## src/rtl/vga_timing_gen.sv

```systemverilog
// ---------------------------------------------------------------------------
// vga_timing_gen
//
// Purpose:
//   Generates VGA raster timing from a free-running horizontal/vertical
//   counter pair advanced on a pixel-rate clock enable. It requests pixel
//   coordinates from a colour source with a known latency of PIPE enabled
//   cycles. It then blanks the returned colour outside the active area. It
//   delays both syncs so that sync and colour leave the block together.
//
// Ports:
//   clock_25mhz             - the only clock, all logic on its rising edge
//   reset                   - synchronous active-high reset, overrides pix_en
//   pix_en                  - pixel-rate enable; nothing moves while it is 0
//   red/green/blue          - colour from the source for the coordinate that
//                             was presented PIPE enabled cycles earlier
//   red_out/green_out/...   - blanked colour to the DAC (latency PIPE+2)
//   horiz_sync_out          - horizontal sync, HS_POL level when asserted
//   vert_sync_out           - vertical sync, VS_POL level when asserted
//   pixel_col/pixel_row     - coordinate requested from the source; these
//                             read 0 outside the active area (latency 1)
//   video_on                - coordinate is inside the active area
//   line_start/frame_start  - pulses aligned with pixel_col for h=0 and for
//                             h=0,v=0
// ---------------------------------------------------------------------------
module vga_timing_gen #(
    parameter int H_ACTIVE = 640,
    parameter int H_FP     = 16,
    parameter int H_SYNC   = 96,
    parameter int H_BP     = 48,
    parameter int V_ACTIVE = 480,
    parameter int V_FP     = 10,
    parameter int V_SYNC   = 2,
    parameter int V_BP     = 33,
    parameter int HS_POL   = 0,
    parameter int VS_POL   = 0,
    parameter int COLOR_W  = 1,
    parameter int PIPE     = 1,
    parameter int CNT_W    = 10
) (
    input  logic               clock_25mhz,
    input  logic               reset,
    input  logic               pix_en,
    input  logic [COLOR_W-1:0] red,
    input  logic [COLOR_W-1:0] green,
    input  logic [COLOR_W-1:0] blue,
    output logic [COLOR_W-1:0] red_out,
    output logic [COLOR_W-1:0] green_out,
    output logic [COLOR_W-1:0] blue_out,
    output logic               horiz_sync_out,
    output logic               vert_sync_out,
    output logic [CNT_W-1:0]   pixel_col,
    output logic [CNT_W-1:0]   pixel_row,
    output logic               video_on,
    output logic               line_start,
    output logic               frame_start
);

    localparam int H_TOTAL = H_ACTIVE + H_FP + H_SYNC + H_BP;
    localparam int V_TOTAL = V_ACTIVE + V_FP + V_SYNC + V_BP;

    localparam logic [CNT_W-1:0] H_LAST     = CNT_W'(H_TOTAL - 1);
    localparam logic [CNT_W-1:0] V_LAST     = CNT_W'(V_TOTAL - 1);
    localparam logic [CNT_W-1:0] H_ACT_C    = CNT_W'(H_ACTIVE);
    localparam logic [CNT_W-1:0] V_ACT_C    = CNT_W'(V_ACTIVE);
    localparam logic [CNT_W-1:0] HS_FIRST_C = CNT_W'(H_ACTIVE + H_FP);
    localparam logic [CNT_W-1:0] HS_LAST_C  = CNT_W'(H_ACTIVE + H_FP + H_SYNC - 1);
    localparam logic [CNT_W-1:0] VS_FIRST_C = CNT_W'(V_ACTIVE + V_FP);
    localparam logic [CNT_W-1:0] VS_LAST_C  = CNT_W'(V_ACTIVE + V_FP + V_SYNC - 1);

    localparam logic       HS_IDLE   = (HS_POL == 0) ? 1'b1 : 1'b0;
    localparam logic       VS_IDLE   = (VS_POL == 0) ? 1'b1 : 1'b0;
    localparam logic [1:0] SYNC_IDLE = {VS_IDLE, HS_IDLE};

    // ---------------------------------------------------------------
    // Raster counters
    // ---------------------------------------------------------------
    logic [CNT_W-1:0] r_h_count;
    logic [CNT_W-1:0] r_v_count;

    always_ff @(posedge clock_25mhz) begin
        if (reset) begin
            r_h_count <= '0;
            r_v_count <= '0;
        end else if (pix_en) begin
            if (r_h_count == H_LAST) begin
                r_h_count <= '0;
                r_v_count <= (r_v_count == V_LAST) ? '0 : r_v_count + CNT_W'(1);
            end else begin
                r_h_count <= r_h_count + CNT_W'(1);
            end
        end
    end

    // ---------------------------------------------------------------
    // Decode of the current counter state
    // ---------------------------------------------------------------
    logic w_active;
    logic w_hs_level;
    logic w_vs_level;

    assign w_active   = (r_h_count < H_ACT_C) && (r_v_count < V_ACT_C);
    assign w_hs_level = ((r_h_count >= HS_FIRST_C) && (r_h_count <= HS_LAST_C)) ? ~HS_IDLE : HS_IDLE;
    assign w_vs_level = ((r_v_count >= VS_FIRST_C) && (r_v_count <= VS_LAST_C)) ? ~VS_IDLE : VS_IDLE;

    // ---------------------------------------------------------------
    // Coordinate stage: what the colour source sees, one enabled cycle
    // behind the counters.
    // ---------------------------------------------------------------
    logic             r_video_on;
    logic [CNT_W-1:0] r_pixel_col;
    logic [CNT_W-1:0] r_pixel_row;
    logic             r_line_start;
    logic             r_frame_start;

    always_ff @(posedge clock_25mhz) begin
        if (reset) begin
            r_video_on    <= 1'b0;
            r_pixel_col   <= '0;
            r_pixel_row   <= '0;
            r_line_start  <= 1'b0;
            r_frame_start <= 1'b0;
        end else if (pix_en) begin
            r_video_on    <= w_active;
            r_pixel_col   <= w_active ? r_h_count : '0;
            r_pixel_row   <= w_active ? r_v_count : '0;
            r_line_start  <= (r_h_count == '0);
            r_frame_start <= (r_h_count == '0) && (r_v_count == '0);
        end
    end

    // ---------------------------------------------------------------
    // video_on delay line, so the blanking mask lines up with the colour
    // returned by the source. Tap 0 is video_on itself and tap PIPE is
    // aligned with red/green/blue.
    // ---------------------------------------------------------------
    logic w_vid_tap [0:PIPE];
    assign w_vid_tap[0] = r_video_on;

    genvar gi;
    generate
        for (gi = 0; gi < PIPE; gi++) begin : g_vid_stage
            logic r_vid;
            always_ff @(posedge clock_25mhz) begin
                if (reset) begin
                    r_vid <= 1'b0;
                end else if (pix_en) begin
                    r_vid <= w_vid_tap[gi];
                end
            end
            assign w_vid_tap[gi+1] = r_vid;
        end
    endgenerate

    // ---------------------------------------------------------------
    // Sync delay line. The syncs pass through PIPE+2 stages: one stage for
    // the coordinate, PIPE stages for the source and one stage for the
    // colour output register. Bit 0 is hsync and bit 1 is vsync.
    // ---------------------------------------------------------------
    logic [1:0] w_sync_tap [0:PIPE+2];
    assign w_sync_tap[0] = {w_vs_level, w_hs_level};

    generate
        for (gi = 0; gi < PIPE + 2; gi++) begin : g_sync_stage
            logic [1:0] r_sync;
            always_ff @(posedge clock_25mhz) begin
                if (reset) begin
                    r_sync <= SYNC_IDLE;
                end else if (pix_en) begin
                    r_sync <= w_sync_tap[gi];
                end
            end
            assign w_sync_tap[gi+1] = r_sync;
        end
    endgenerate

    // ---------------------------------------------------------------
    // Blanked colour output register
    // ---------------------------------------------------------------
    logic [COLOR_W-1:0] r_red_out;
    logic [COLOR_W-1:0] r_green_out;
    logic [COLOR_W-1:0] r_blue_out;

    always_ff @(posedge clock_25mhz) begin
        if (reset) begin
            r_red_out   <= '0;
            r_green_out <= '0;
            r_blue_out  <= '0;
        end else if (pix_en) begin
            r_red_out   <= red   & {COLOR_W{w_vid_tap[PIPE]}};
            r_green_out <= green & {COLOR_W{w_vid_tap[PIPE]}};
            r_blue_out  <= blue  & {COLOR_W{w_vid_tap[PIPE]}};
        end
    end

    assign red_out        = r_red_out;
    assign green_out      = r_green_out;
    assign blue_out       = r_blue_out;
    assign horiz_sync_out = w_sync_tap[PIPE+2][0];
    assign vert_sync_out  = w_sync_tap[PIPE+2][1];
    assign pixel_col      = r_pixel_col;
    assign pixel_row      = r_pixel_row;
    assign video_on       = r_video_on;
    assign line_start     = r_line_start;
    assign frame_start    = r_frame_start;

endmodule

```

## config.mk

```make
export PLATFORM = sky130hd
export DESIGN_NAME = vga_timing_gen
export DESIGN_NICKNAME = d
export VERILOG_FILES = /design/src/rtl/vga_timing_gen.sv
export SDC_FILE = /design/constraint.sdc
export NUM_CORES = 1
export LEC_CHECK = 0
export BUFFER_PORTS_ARGS = -buffer_cell sky130_fd_sc_hd__buf_4
export CORE_AREA = 2 2 67 75
export DETAILED_ROUTE_END_ITERATION = 8
export DIE_AREA = 0 0 69 77
export HOLD_SLACK_MARGIN = 0.08
export PLACE_DENSITY = 0.72
export SLEW_MARGIN = 5
export SYNTH_ARGS = -nofsm -noshare
export SYNTH_HDL_FRONTEND = slang
export SYNTH_SLANG_ARGS = --single-unit
export TNS_END_PERCENT = 50
```

## constraint.sdc

```tcl
create_clock -name clock_25mhz -period 1.6 [get_ports clock_25mhz]
set_clock_uncertainty 0.2 [all_clocks]
set_input_delay 0.24 -clock clock_25mhz [delete_from_list [all_inputs] [get_ports clock_25mhz]]
set_output_delay 0.24 -clock clock_25mhz [all_outputs]
set_load 0.02 [all_outputs]
```

# == After elaboration in Yosys (flattened, before gate mapping) ==
# Index checks and enable logic that the tools add are counted.
# word_totals
regBits,53
wordCells,40
# op_classes
addsub,2
n_reduce_logical,7
bitwise_logic,3
eq_ne,2
magnitude_cmp,6
n_mux,6
# ops
cell,n
two-way mux 10 bit,4
"adder 10 x 1 -> 10 bit, second input constant",2
"== test 10 bit, second input constant",2
logical NOT 10 bit,2
">= comparator 10 bit, second input constant",1
">= comparator 10 x 9 -> 1 bit, second input constant",1
"less-or-equal comparator 10 bit, second input constant",1
"less-or-equal comparator 10 x 9 -> 1 bit, second input constant",1
"less-than comparator 10 bit, second input constant",1
"less-than comparator 10 x 9 -> 1 bit, second input constant",1
logical AND 1 bit,4
bitwise AND 1 bit,3
two-way mux 1 bit,2
AND reduction 2 bit,1

# == Logic depth before layout (Yosys ltp) ==
# Gate-level depths: netlist of run 1.
# depth
depth_word,3
depth_mapped,6
ltp_nobuf,6

# == Worst setup path after synthesis of run 1 ==
# No wires, ideal clock.
# synth_timing
kind,register to register
from,register r_v_count[1]
to,register r_v_count[8]
t_arrival_ns,1.530
t_required_ns,1.329
period_less_slack_ns,1.800
slack_ns,-0.200
stages_incl_launch_ff,6
setup_ns,0.071
n_path_buf,0
path_cell_list,dfxtp_1 > ha_1 > and4b_1 > nand4_2 > or4_1 > a21oi_1
# synth_via
elab_chain_cells,2
# synth_lines
item,line,source
start: declaration,79,logic [CNT_W-1:0] r_v_count;
start signal: assignment,88,r_v_count <= (r_v_count == V_LAST) ? '0 : r_v_count + CNT_W'(1);
adder 10 x 1 -> 10 bit or == test 10 bit (tied branches),88,
two-way mux 10 bit (*),88,
# Every way passes the cells marked *; elsewhere a longest branch is shown, timed or not.
# A chain may end at the register's enable or synchronous reset.

# == Worst setup path after layout of run 1 ==
# Same ends and word-level chain as after synthesis.

==> reports/qor.yml, run 1 <==
core_region_area_mm2: 0.004554
cts_buffers: 5
setup_viol: 4
fin_crit_ns: 1.668
cts-htree-levels: 2
antenna_cells: 0
grt_max_degree: 20
outcome: "finished, violations left"
drc: 0
insertion_delay_ns: 0.30
clockRootBuffer: "clkbuf_8"
p_sw_w: 0.0005304
finalPower_w: 0.002267
synth-edff-count: 0
critPathKind: "flop to flop"
ys_async_sr_fraction_pct: 0
synth.area.mux_share_pct: 0.9169
p_comb_share_pct: 8.2
syn_area_mm2: 0.002183
worstHoldStart: "reset"
vias: 1915
worstHoldPathCells: 3
layout_commonest_cell: "buf_4"
cts_sinks: 53
route.met3.wl_um: 179
hold_ws_ns: 0.1247
cts_tree: "yes"
yosys-top-cells-area: "dfxtp_1, a22o_1, nor2_1, a21oi_1, nand3_1"
r2r_end: "r_v_count[8]"
grt_pass1_wl_um: 8086
reg2reg_depth: 5
hold_violations: 0
p_leak_nw: 1.266
final_nets: 314
relSlewSlack_pct: 79.29
synth_xor_area_share_pct: 4.011
yosys.area_share.simple_pct: 23.84
hold_end: "r_v_count[0]"
peakVddDrop_mv: 0.6106
grt_pass1_vias: 1763
grtUsageTotal_pct: 18.71
rr_startpoint: "r_v_count[1]"
crit_fanout: 5
synth_fa_ha_area_share_pct: 2.292
worst_pin_slew_ns: 0.3081
wl_met2_um: 2380
start_util_pct: 47.94
io_pins: 34
via_per_inst: 5.305
post_drt_wl_per_cell_um: 13.86
drt-met1-wl_um: 2357
worst_slack_ns: -0.06809
syn-instance-count: 230
reg2reg_slack_ns: -0.07
setup_tns_ns: -0.1193
portBuffers: 33
drt_iter0_markers: 122
drv_cap: 0
synth_top_family_by_area: "simple AND/OR/NAND/NOR gates"
num_rows: 26
cts_buffer_depth: 2
grt_overflow: 0
synth_top_area_share_pct: 48.60
ys_types: 43
clkTransAtPathRegs_ns: 0.09
crit_path_end_kind: "flop"
area_growth_pct: 39.83
slew_violations: 0
die_area_mm2: 0.005313
power_frac_clock_pct: 32.1
ant_nets: 0
die_y_um: 77
dr.pass1.iters: 4
fmax_ghz: 0.5995
die_width_um: 69
min_path_type: "primary input to flop"
crit_path_start_kind: "flop"
switching_share_pct: 23.39
powerDensity_mw_per_mm2: 742.7
violations: "setup timing"
internal_power_w: 0.001737
synth_compound_area_share_pct: 16.16
rsz0062_at_grt: "yes"
ys_seq_elements: 53
antenna_found_initial: 0
seq_power_share_pct: 59.7
final_cell_mix: "buf_4, dfxtp_1, a22o_1, nor2_1, nand2_1"
dr.max_layer_used: "met4"
required_ns: 1.64
period_share_pct: 104.3
drive_above_1_share_pct: 37.70
avgSynthCellArea_um2: 9.493
crit_arrival_ns: 1.71
dp_cells: 343
synth_warnings: 0
synth-main-ff-cell: "dfxtp_1"
finalWirelength_um: 5002
gp_congestion: 0.8019
final_cells: 361
syn-num-nets: 240
hpwl_um: 3403
yosysTopAreaCell: "dfxtp_1"
ys_seq_area_share_pct: 48.60
[cell families (layout without fill, tap and decap cells)]
kind of cell	Yosys count	count (layout)
compound gates	49	49
xor+xnor	10	10
flops	53	53
buf+inv	21	96
fa+ha+maj	4	4
simple gates	91	91
mux	2	2
[per-layer routing]
| layer | track usage (%) | vias up |
|---|---|---|
| met5 | 0 | - |
| met4 | 7.451 | 0 |
| met3 | 4.468 | 7 |
| met2 | 30.38 | 33 |
| met1 | 23.87 | 903 |
| li1 | - | 972 |
[timing repair]
action / CTS / global route
endpoints found under the setup margin: 15 / 33
pin swaps: 2 / 6
hold endpoints to repair: 7 / 0
gates resized for setup: 4 / 21
setup buffers: 1 / 1
hold buffers: 8 / 0
[registers in the layout, indices dropped and copies added, names as in the netlist]
name	flops
pixel_col	10
pixel_row	10
r_h_count	10
video_on	1
line_start	1
g_sync_stage.r_sync	6
frame_start	1
r_v_count	10
red_out	1
green_out	1
g_vid_stage.r_vid	1
blue_out	1
[how the worst max path moves through the flow]
stage	start	end	slack, ns	cells after the start
3_5_place_dp	pix_en	r_v_count[7]	-0.13	5
2_1_floorplan	r_h_count[7]	r_v_count[8]	-0.02	5
6_report	r_v_count[1]	r_v_count[8]	-0.07	5
3_3_place_gp	pix_en	r_v_count[9]	-0.06	5
4_1_cts	r_v_count[1]	r_v_count[8]	-0.03	5
5_1_grt	r_v_count[1]	r_v_count[8]	-0.14	5
[through the flow]
| step | area, um2 | setup WS, ns | util (%) |
|---|---|---|---|
| 6_report | 3053 | -0.06809 | 67.03 |
| 5_1_grt | 3053 | -0.1367 | 67.03 |
| 4_1_cts | 2973 | -0.03422 | 65.27 |
| 3_5_place_dp | 2788 | -0.1252 | 61.21 |
| 3_3_place_gp | 2788 | -0.05968 | 61.21 |
| 2_1_floorplan | 2251 | -0.01687 | - |
[synthesized netlist by cell type, types with 5 or more instances]
cell      instances
nand4_1           6
nand3_1          13
xor2_1            5
o21ai_0           5
dfxtp_1          53
a22o_1           18
xnor2_1           5
clkbuf_1          8
nand2_1          12
inv_1             5
nor2b_1           7
a21oi_1          13
nor2_1           18
[final cells by class]
| type | instances | area [um2] |
|---|---|---|
| inverter | 5 | 18.77 |
| clock buffer | 7 | 76.32 |
| sequential | 53 | 1081 |
| tap | 56 | 70.07 |
| clock inverter | 1 | 7.507 |
| fill | 377 | 1501 |
| multi-input combinational | 156 | 1141 |
| timing repair buffer | 83 | 658.1 |
[critical path, cell delays in order, from the launching register on]
cell	delay, ns
dfxtp_4	0.38
ha_4	0.13
and4b_1	0.23
nand4_4	0.12
or4_4	0.43
a21oi_2	0.12
[power groups by stage]
stage / registers, W / logic, W / clock network, W
after floorplan: 0.00140 / 0.0000781 / 0
after global placement: 0.00138 / 0.000168 / 0
after detailed placement: 0.00138 / 0.000170 / 0
after CTS: 0.00135 / 0.000184 / 0.000743
after global routing: 0.00136 / 0.000201 / 0.000809
final: 0.00135 / 0.000186 / 0.000728
Power figures use the tool's default switching activity.
==> run 2, diff against run 1 <==
--- a/config.mk
+++ b/config.mk
@@ -6,11 +6,11 @@
 export NUM_CORES = 1
 export LEC_CHECK = 0
 export BUFFER_PORTS_ARGS = -buffer_cell sky130_fd_sc_hd__buf_4
-export CORE_AREA = 2 2 67 75
+export CORE_AREA = 2 2 62 69
 export DETAILED_ROUTE_END_ITERATION = 8
-export DIE_AREA = 0 0 69 77
+export DIE_AREA = 0 0 64 71
 export HOLD_SLACK_MARGIN = 0.08
-export PLACE_DENSITY = 0.72
+export PLACE_DENSITY = 0.8
 export SLEW_MARGIN = 5
 export SYNTH_ARGS = -nofsm -noshare
 export SYNTH_HDL_FRONTEND = slang
==> constraint.sdc (replaced) <==
create_clock -name clock_25mhz -period 2 [get_ports clock_25mhz]
set_clock_uncertainty 0.2 [all_clocks]
set_input_delay 0.3 -clock clock_25mhz [delete_from_list [all_inputs] [get_ports clock_25mhz]]
set_output_delay 0.3 -clock clock_25mhz [all_outputs]
set_load 0.02 [all_outputs]
==> run 2 against run 1 <==
Effect of this change:
- the flow now finishes without violations
- via count down 5.2%
- die area down 14%
- highest routed layer unchanged
- combinational power down 32%
==> reports/qor.yml, run 2 (synthesis gave the netlist of run 1 again) <==
outcome: "complete, no violations"  # was finished, violations left
worstHoldStart: "reset"  # unchanged
fin_crit_ns: 1.843  # was 1.668 ns
worstHoldPathCells: 2  # was 3
slew_violations: 0  # unchanged
grt_pass1_vias: 1638  # was 1763
antenna_cells: 0  # unchanged
num_rows: 24  # was 26
p_comb_share_pct: 6.5  # was 8.2%
r2r_end: "r_v_count[7]"  # was r_v_count[8]
core_region_area_mm2: 0.003874  # was 0.004554 mm2
portBuffers: 33  # unchanged
peakVddDrop_mv: 0.5204  # was 0.6106 mV
die_area_mm2: 0.004544  # was 0.005313 mm2
grt_overflow: 0  # unchanged
hold_violations: 0  # unchanged
required_ns: 2.04  # was 1.64 ns
ant_nets: 0  # unchanged
seq_power_share_pct: 55.9  # was 59.7%
min_path_type: "primary input to flop"  # unchanged
drv_cap: 0  # unchanged
hold_end: "r_h_count[4]"  # was r_v_count[0]
vias: 1815  # was 1915
crit_path_end_kind: "flop"  # unchanged
antenna_found_initial: 0  # unchanged
post_drt_wl_per_cell_um: 13.84  # was 13.86 um
stdcell_area_mm2: 0.002705  # was 0.003053 mm2
place_area_mm2: 0.002556  # was 0.002788 mm2
p_leak_nw: 1.095  # was 1.266 nW
start_util_pct: 56.36  # was 47.94%
fmax_ghz: 0.5426  # was 0.5995 GHz
worst_slack_ns: 0.1571  # was -0.06809 ns
drc: 0  # unchanged
setup_viol: 0  # was 4
layout_commonest_cell: "dfxtp_1"  # was buf_4
drive_above_1_share_pct: 22.26  # was 37.70%
gp_congestion: 0.8565  # was 0.8019
grt_pass1_wl_um: 7762  # was 8086 um
switching_share_pct: 20.86  # was 23.39%
relSlewSlack_pct: 73.07  # was 79.29%
io_pins: 34  # unchanged
final_cell_mix: "dfxtp_1, buf_4, nor2_1, a22o_1"  # was buf_4, dfxtp_1, a22o_1, nor2_1, nand2_1
via_per_inst: 5.567  # was 5.305
area_growth_pct: 23.90  # was 39.83%
critPathKind: "flop to flop"  # unchanged
p_sw_w: 0.0004055  # was 0.0005304 W
reg2reg_depth: 4  # was 5
cts_tree: "yes"  # unchanged
cts_buffers: 5  # unchanged
dr.pass1.iters: 4  # unchanged
powerDensity_mw_per_mm2: 718.6  # was 742.7 mW/mm2
place_ws_ns: 0.1242  # was -0.1252 ns
cts-htree-levels: 2  # unchanged
crit_path_start_kind: "flop"  # unchanged
reg2reg_slack_ns: 0.16  # was -0.07 ns
drt_iter0_markers: 117  # was 122
final_nets: 283  # was 314
crit_arrival_ns: 1.88  # was 1.71 ns
worst_pin_slew_ns: 0.4034  # was 0.3081 ns
grtUsageTotal_pct: 21.58  # was 18.71%
cts_sinks: 53  # unchanged
grt_max_degree: 30  # was 20
insertion_delay_ns: 0.30  # about the same
power_frac_clock_pct: 37.6  # was 32.1%
clkTransAtPathRegs_ns: 0.09  # about the same
period_share_pct: 92.15  # was 104.3%
die_y_um: 71  # was 77 um
utilization_pct: 69.83  # was 67.03%
fill_cells: 302  # was 377
cts_buffer_depth: 2  # unchanged
hpwl_um: 3121  # was 3403 um
rsz0062_at_grt: "no"  # was yes
crit_fanout: 10  # was 5
die_width_um: 64  # was 69 um
internal_power_w: 0.001538  # was 0.001737 W
setup_tns_ns: 0  # was -0.1193 ns
clockRootBuffer: "clkbuf_8"  # unchanged
rr_startpoint: "r_h_count[6]"  # was r_v_count[1]
finalWirelength_um: 4513  # was 5002 um
run 2: worst max-delay path by stage:
stage	start	endpoint	depth (start not counted)
after floorplan	r_v_count[1]	r_v_count[8]	5
after global placement	r_h_count[0]	r_v_count[7]	4
after detailed placement	r_h_count[0]	r_v_count[7]	4
after CTS	r_h_count[0]	r_v_count[7]	4
after global routing	r_h_count[6]	r_v_count[7]	4
final	r_h_count[6]	r_v_count[7]	4
run 2: power by group through the flow:
stage	Sequential [W]	Clock [W]	Combinational (W)
2_1_floorplan	0.00112	0	0.0000613
3_3_place_gp	0.00111	0	0.000120
3_5_place_dp	0.00111	0	0.000121
4_1_cts	0.00109	0.000748	0.000127
5_1_grt	0.00109	0.000792	0.000139
6_report	0.00109	0.000730	0.000126
run 2: per-layer routing:
| layer | vias up | wire length [um] | share of wire, % | global-route usage (%) |
|---|---|---|---|---|
| met5 | - | 0 | 0 | 0 |
| li1 | 914 | - | - | - |
| met3 | 9 | 240 | 5.3 | 5.405 |
| met4 | 0 | 70 | 1.6 | 6.522 |
| met2 | 61 | 2089 | 46 | 34.38 |
| met1 | 831 | 2113 | 47 | 28.93 |
run 2: what timing repair did:
action / in CTS / in global routing
buffers inserted: 0 / 0
endpoints found under the setup margin: 0 / 2
hold buffers: 3 / 0
hold endpoints to repair: 3 / 0
resized for setup: 0 / 1
run 2: critical path, stage by stage (launching register included):
cell and delay [ns]:
dfxtp_1 0.44, nor3_2 0.32, nand4_4 0.16, or4_1 0.52, a21oi_1 0.14
run 2: cell type report:
| cell class | count | area (um2) | area share [%] |
|---|---|---|---|
| Inverter | 5 | 18.77 | 0.6938 |
| Multi-Input combinational cell | 156 | 1033 | 38.21 |
| Sequential cell | 53 | 1061 | 39.22 |
| Timing Repair Buffer | 52 | 410.4 | 15.17 |
| Clock buffer | 7 | 86.33 | 3.191 |
| Clock inverter | 1 | 30.03 | 1.110 |
| Tap cell | 52 | 65.06 | 2.405 |
run 2: through the flow:
step / power (W) / std cells / hold slack [ns]
3_5_place_dp: 0.001234 / 315 / 0.2319
2_1_floorplan: 0.001185 / 230 / 0.2314
4_1_cts: 0.001962 / 326 / 0.1230
6_report: 0.001944 / 326 / 0.1264
3_3_place_gp: 0.001231 / 315 / 0.2263
5_1_grt: 0.002022 / 326 / 0.1284
==> run 3, diff against run 2 <==
--- a/config.mk
+++ b/config.mk
@@ -6,11 +6,11 @@
 export NUM_CORES = 1
 export LEC_CHECK = 0
 export BUFFER_PORTS_ARGS = -buffer_cell sky130_fd_sc_hd__buf_4
-export CORE_AREA = 2 2 62 69
+export CORE_AREA = 2 2 64 72
 export DETAILED_ROUTE_END_ITERATION = 8
-export DIE_AREA = 0 0 64 71
+export DIE_AREA = 0 0 66 74
 export HOLD_SLACK_MARGIN = 0.08
-export PLACE_DENSITY = 0.8
+export PLACE_DENSITY = 0.75
 export SLEW_MARGIN = 5
 export SYNTH_ARGS = -nofsm -noshare
 export SYNTH_HDL_FRONTEND = slang
==> constraint.sdc (replaced) <==
create_clock -name clock_25mhz -period 1.94 [get_ports clock_25mhz]
set_clock_uncertainty 0.2 [all_clocks]
set_input_delay 0.291 -clock clock_25mhz [delete_from_list [all_inputs] [get_ports clock_25mhz]]
set_output_delay 0.291 -clock clock_25mhz [all_outputs]
set_load 0.02 [all_outputs]
==> run 3 against run 2 <==
Effect of this change:
- clock power decreased by 2%
- non-clock buffer count increased by 5
- first-iteration DRC count decreased by 5.1%
- worst setup slack got worse by 0.023 ns
- power increased by 1.4%
- design area increased by 0.74%
- count of clock-buffer cells in the layout decreased by 2
- final cell count is 1.8% higher
- global-route usage fell by 1.1 points
- critical path depth is the same
- routed wire length is 4.0% higher
- sequential share of layout area down 0.24 points
- highest routed layer unchanged
==> reports/qor.yml, run 3 (synthesis gave the netlist of run 1 again) <==
worst_pin_slew_ns: 0.3924  # was 0.4034 ns
cts_setup_buffers: 0  # unchanged
layout_commonest_cell: "buf_4"  # was dfxtp_1
multi_input_area_mm2: 0.001035  # was 0.001033 mm2
period_share_pct: 93.07  # was 92.15%
peakVddDrop_mv: 0.5210  # was 0.5204 mV
setup_tns_ns: 0  # unchanged
ant_nets: 0  # unchanged
grt_pass1_wl_um: 7576  # was 7762 um
io_pins: 34  # unchanged
worst_slack_ns: 0.1344  # was 0.1571 ns
final_cells: 332  # was 326
path_cells: "and4_1, nand4_4, or4_1, a21oi_1"  # was nor3_2, nand4_4, or4_1, a21oi_1
die_width_um: 66  # was 64 um
grt.busiest_layer: "met2"  # unchanged
area_growth_pct: 24.81  # was 23.90%
place_ws_ns: 0.05398  # was 0.1242 ns
dr.pass1.iters: 5  # was 4
fmax_ghz: 0.5538  # was 0.5426 GHz
start_util_pct: 52.09  # was 56.36%
via_per_inst: 5.566  # was 5.567
drc: 0  # unchanged
insertion_delay_ns: 0.30  # about the same
hold_violations: 0  # unchanged
critPathKind: "flop to flop"  # unchanged
crit_family: "simple AND/OR/NAND/NOR gates"  # unchanged
crit_path_end_kind: "flop"  # unchanged
cts_sinks: 53  # unchanged
final_cell_mix: "buf_4, dfxtp_1, nor2_1, a22o_1"  # was dfxtp_1, buf_4, nor2_1, a22o_1
crit_fanout: 6  # was 10
num_rows: 25  # was 24
vias: 1848  # was 1815
setup_viol: 0  # unchanged
relSlewSlack_pct: 73.60  # was 73.07%
cts-htree-levels: 2  # unchanged
dp_cells: 321  # was 315
die_area_mm2: 0.004884  # was 0.004544 mm2
cp_slowest_cell: "or4_1"  # unchanged
grtUsageTotal_pct: 20.51  # was 21.58%
clkTransAtPathRegs_ns: 0.09  # about the same
gp_congestion: 0.8733  # was 0.8565
antenna_found_initial: 0  # unchanged
fill_cells: 375  # was 302
rsz0062_at_grt: "no"  # unchanged
antenna_cells: 0  # unchanged
finalWirelength_um: 4692  # was 4513 um
final_nets: 288  # was 283
utilization_pct: 65.01  # was 69.83%
grt_overflow: 0  # unchanged
max_stage_delay_ns: 0.53  # was 0.52 ns
slew_violations: 0  # unchanged
cts_buffers: 5  # unchanged
p_leak_nw: 1.113  # was 1.095 nW
crit_arrival_ns: 1.84  # was 1.88 ns
core_region_area_mm2: 0.004192  # was 0.003874 mm2
cts_tree: "yes"  # unchanged
drive_above_1_share_pct: 24.10  # was 22.26%
worst-path-buf-inv: 0  # unchanged
min_path_type: "primary input to flop"  # unchanged
drt_iter0_markers: 111  # was 117
drv_cap: 0  # unchanged
met2_usage_pct: 32.66  # was 34.38%
grt_max_degree: 24  # was 30
crit_path_start_kind: "flop"  # unchanged
powerDensity_mw_per_mm2: 723.1  # was 718.6 mW/mm2
required_ns: 1.98  # was 2.04 ns
grtUsageMet3_pct: 5.446  # was 5.405%
hpwl_um: 3282  # was 3121 um
portBuffers: 33  # unchanged
grt_pass1_vias: 1637  # was 1638
fin_crit_ns: 1.806  # was 1.843 ns
clockRootBuffer: "clkbuf_8"  # unchanged
grt_util_met1_pct: 26.33  # was 28.93%
ff_latch_area_mm2: 0.001062  # was 0.001061 mm2
post_drt_wl_per_cell_um: 14.13  # was 13.84 um
die_y_um: 74  # was 71 um
cts_buffer_depth: 2  # unchanged
outcome: "complete, no violations"  # unchanged
run 3: worst register-to-register path, stage by stage, from the launching register on:
cell and delay (ns):
dfxtp_1 0.34, and4_1 0.35, nand4_4 0.17, or4_1 0.53
a21oi_1 0.15
run 3: worst paths after layout:
path	end	depth (start not counted)	slack, ns	start
worst max-delay path	r_v_count[7]	4	0.13	r_h_count[3]
worst min-delay path	pixel_col[8]	3	0.16	pix_en
worst max register to register	r_v_count[7]	4	0.13	r_h_count[3]
worst min register to register	line_start	2	0.24	line_start
run 3: metrics by stage:
step	area, um2	total power (W)	hold WS [ns]
after floorplan	2183	0.001221	0.2314
after global placement	2576	0.001274	0.2270
after detailed placement	2576	0.001276	0.2314
after CTS	2720	0.001989	0.1509
after global routing	2725	0.002047	0.1546
final	2725	0.001970	0.1556
run 3: area by class of cell:
class / count / area share, %
multi-input cells: 156 / 37.97
flip-flops and latches: 53 / 38.98
well taps: 54 / 2.479
repair buffers: 57 / 16.07
clock buffers: 5 / 2.525
clock inverters: 2 / 1.286
inverters: 5 / 0.6887
run 3: repair_timing:
| action | CTS | global route |
|---|---|---|
| hold buffers | 4 | 0 |
| gates resized for setup | 0 | 3 |
| endpoints found under the setup margin | 0 | 21 |
| hold endpoints to repair | 6 | 0 |
run 3: where the power goes:
part / switching [W] / total [W] / internal [W]
clock network: 0.000339 / 0.000714 / 0.000375
logic: 0.0000770 / 0.000140 / 0.0000626
registers: 0.0000108 / 0.00112 / 0.00111
run 3: metal layers:
metal | vias to the layer above | wire length (um)
met5 | - | 0
met1 | 873 | 2181
met3 | 9 | 223
met4 | 0 | 93
met2 | 48 | 2194
li1 | 918 | -
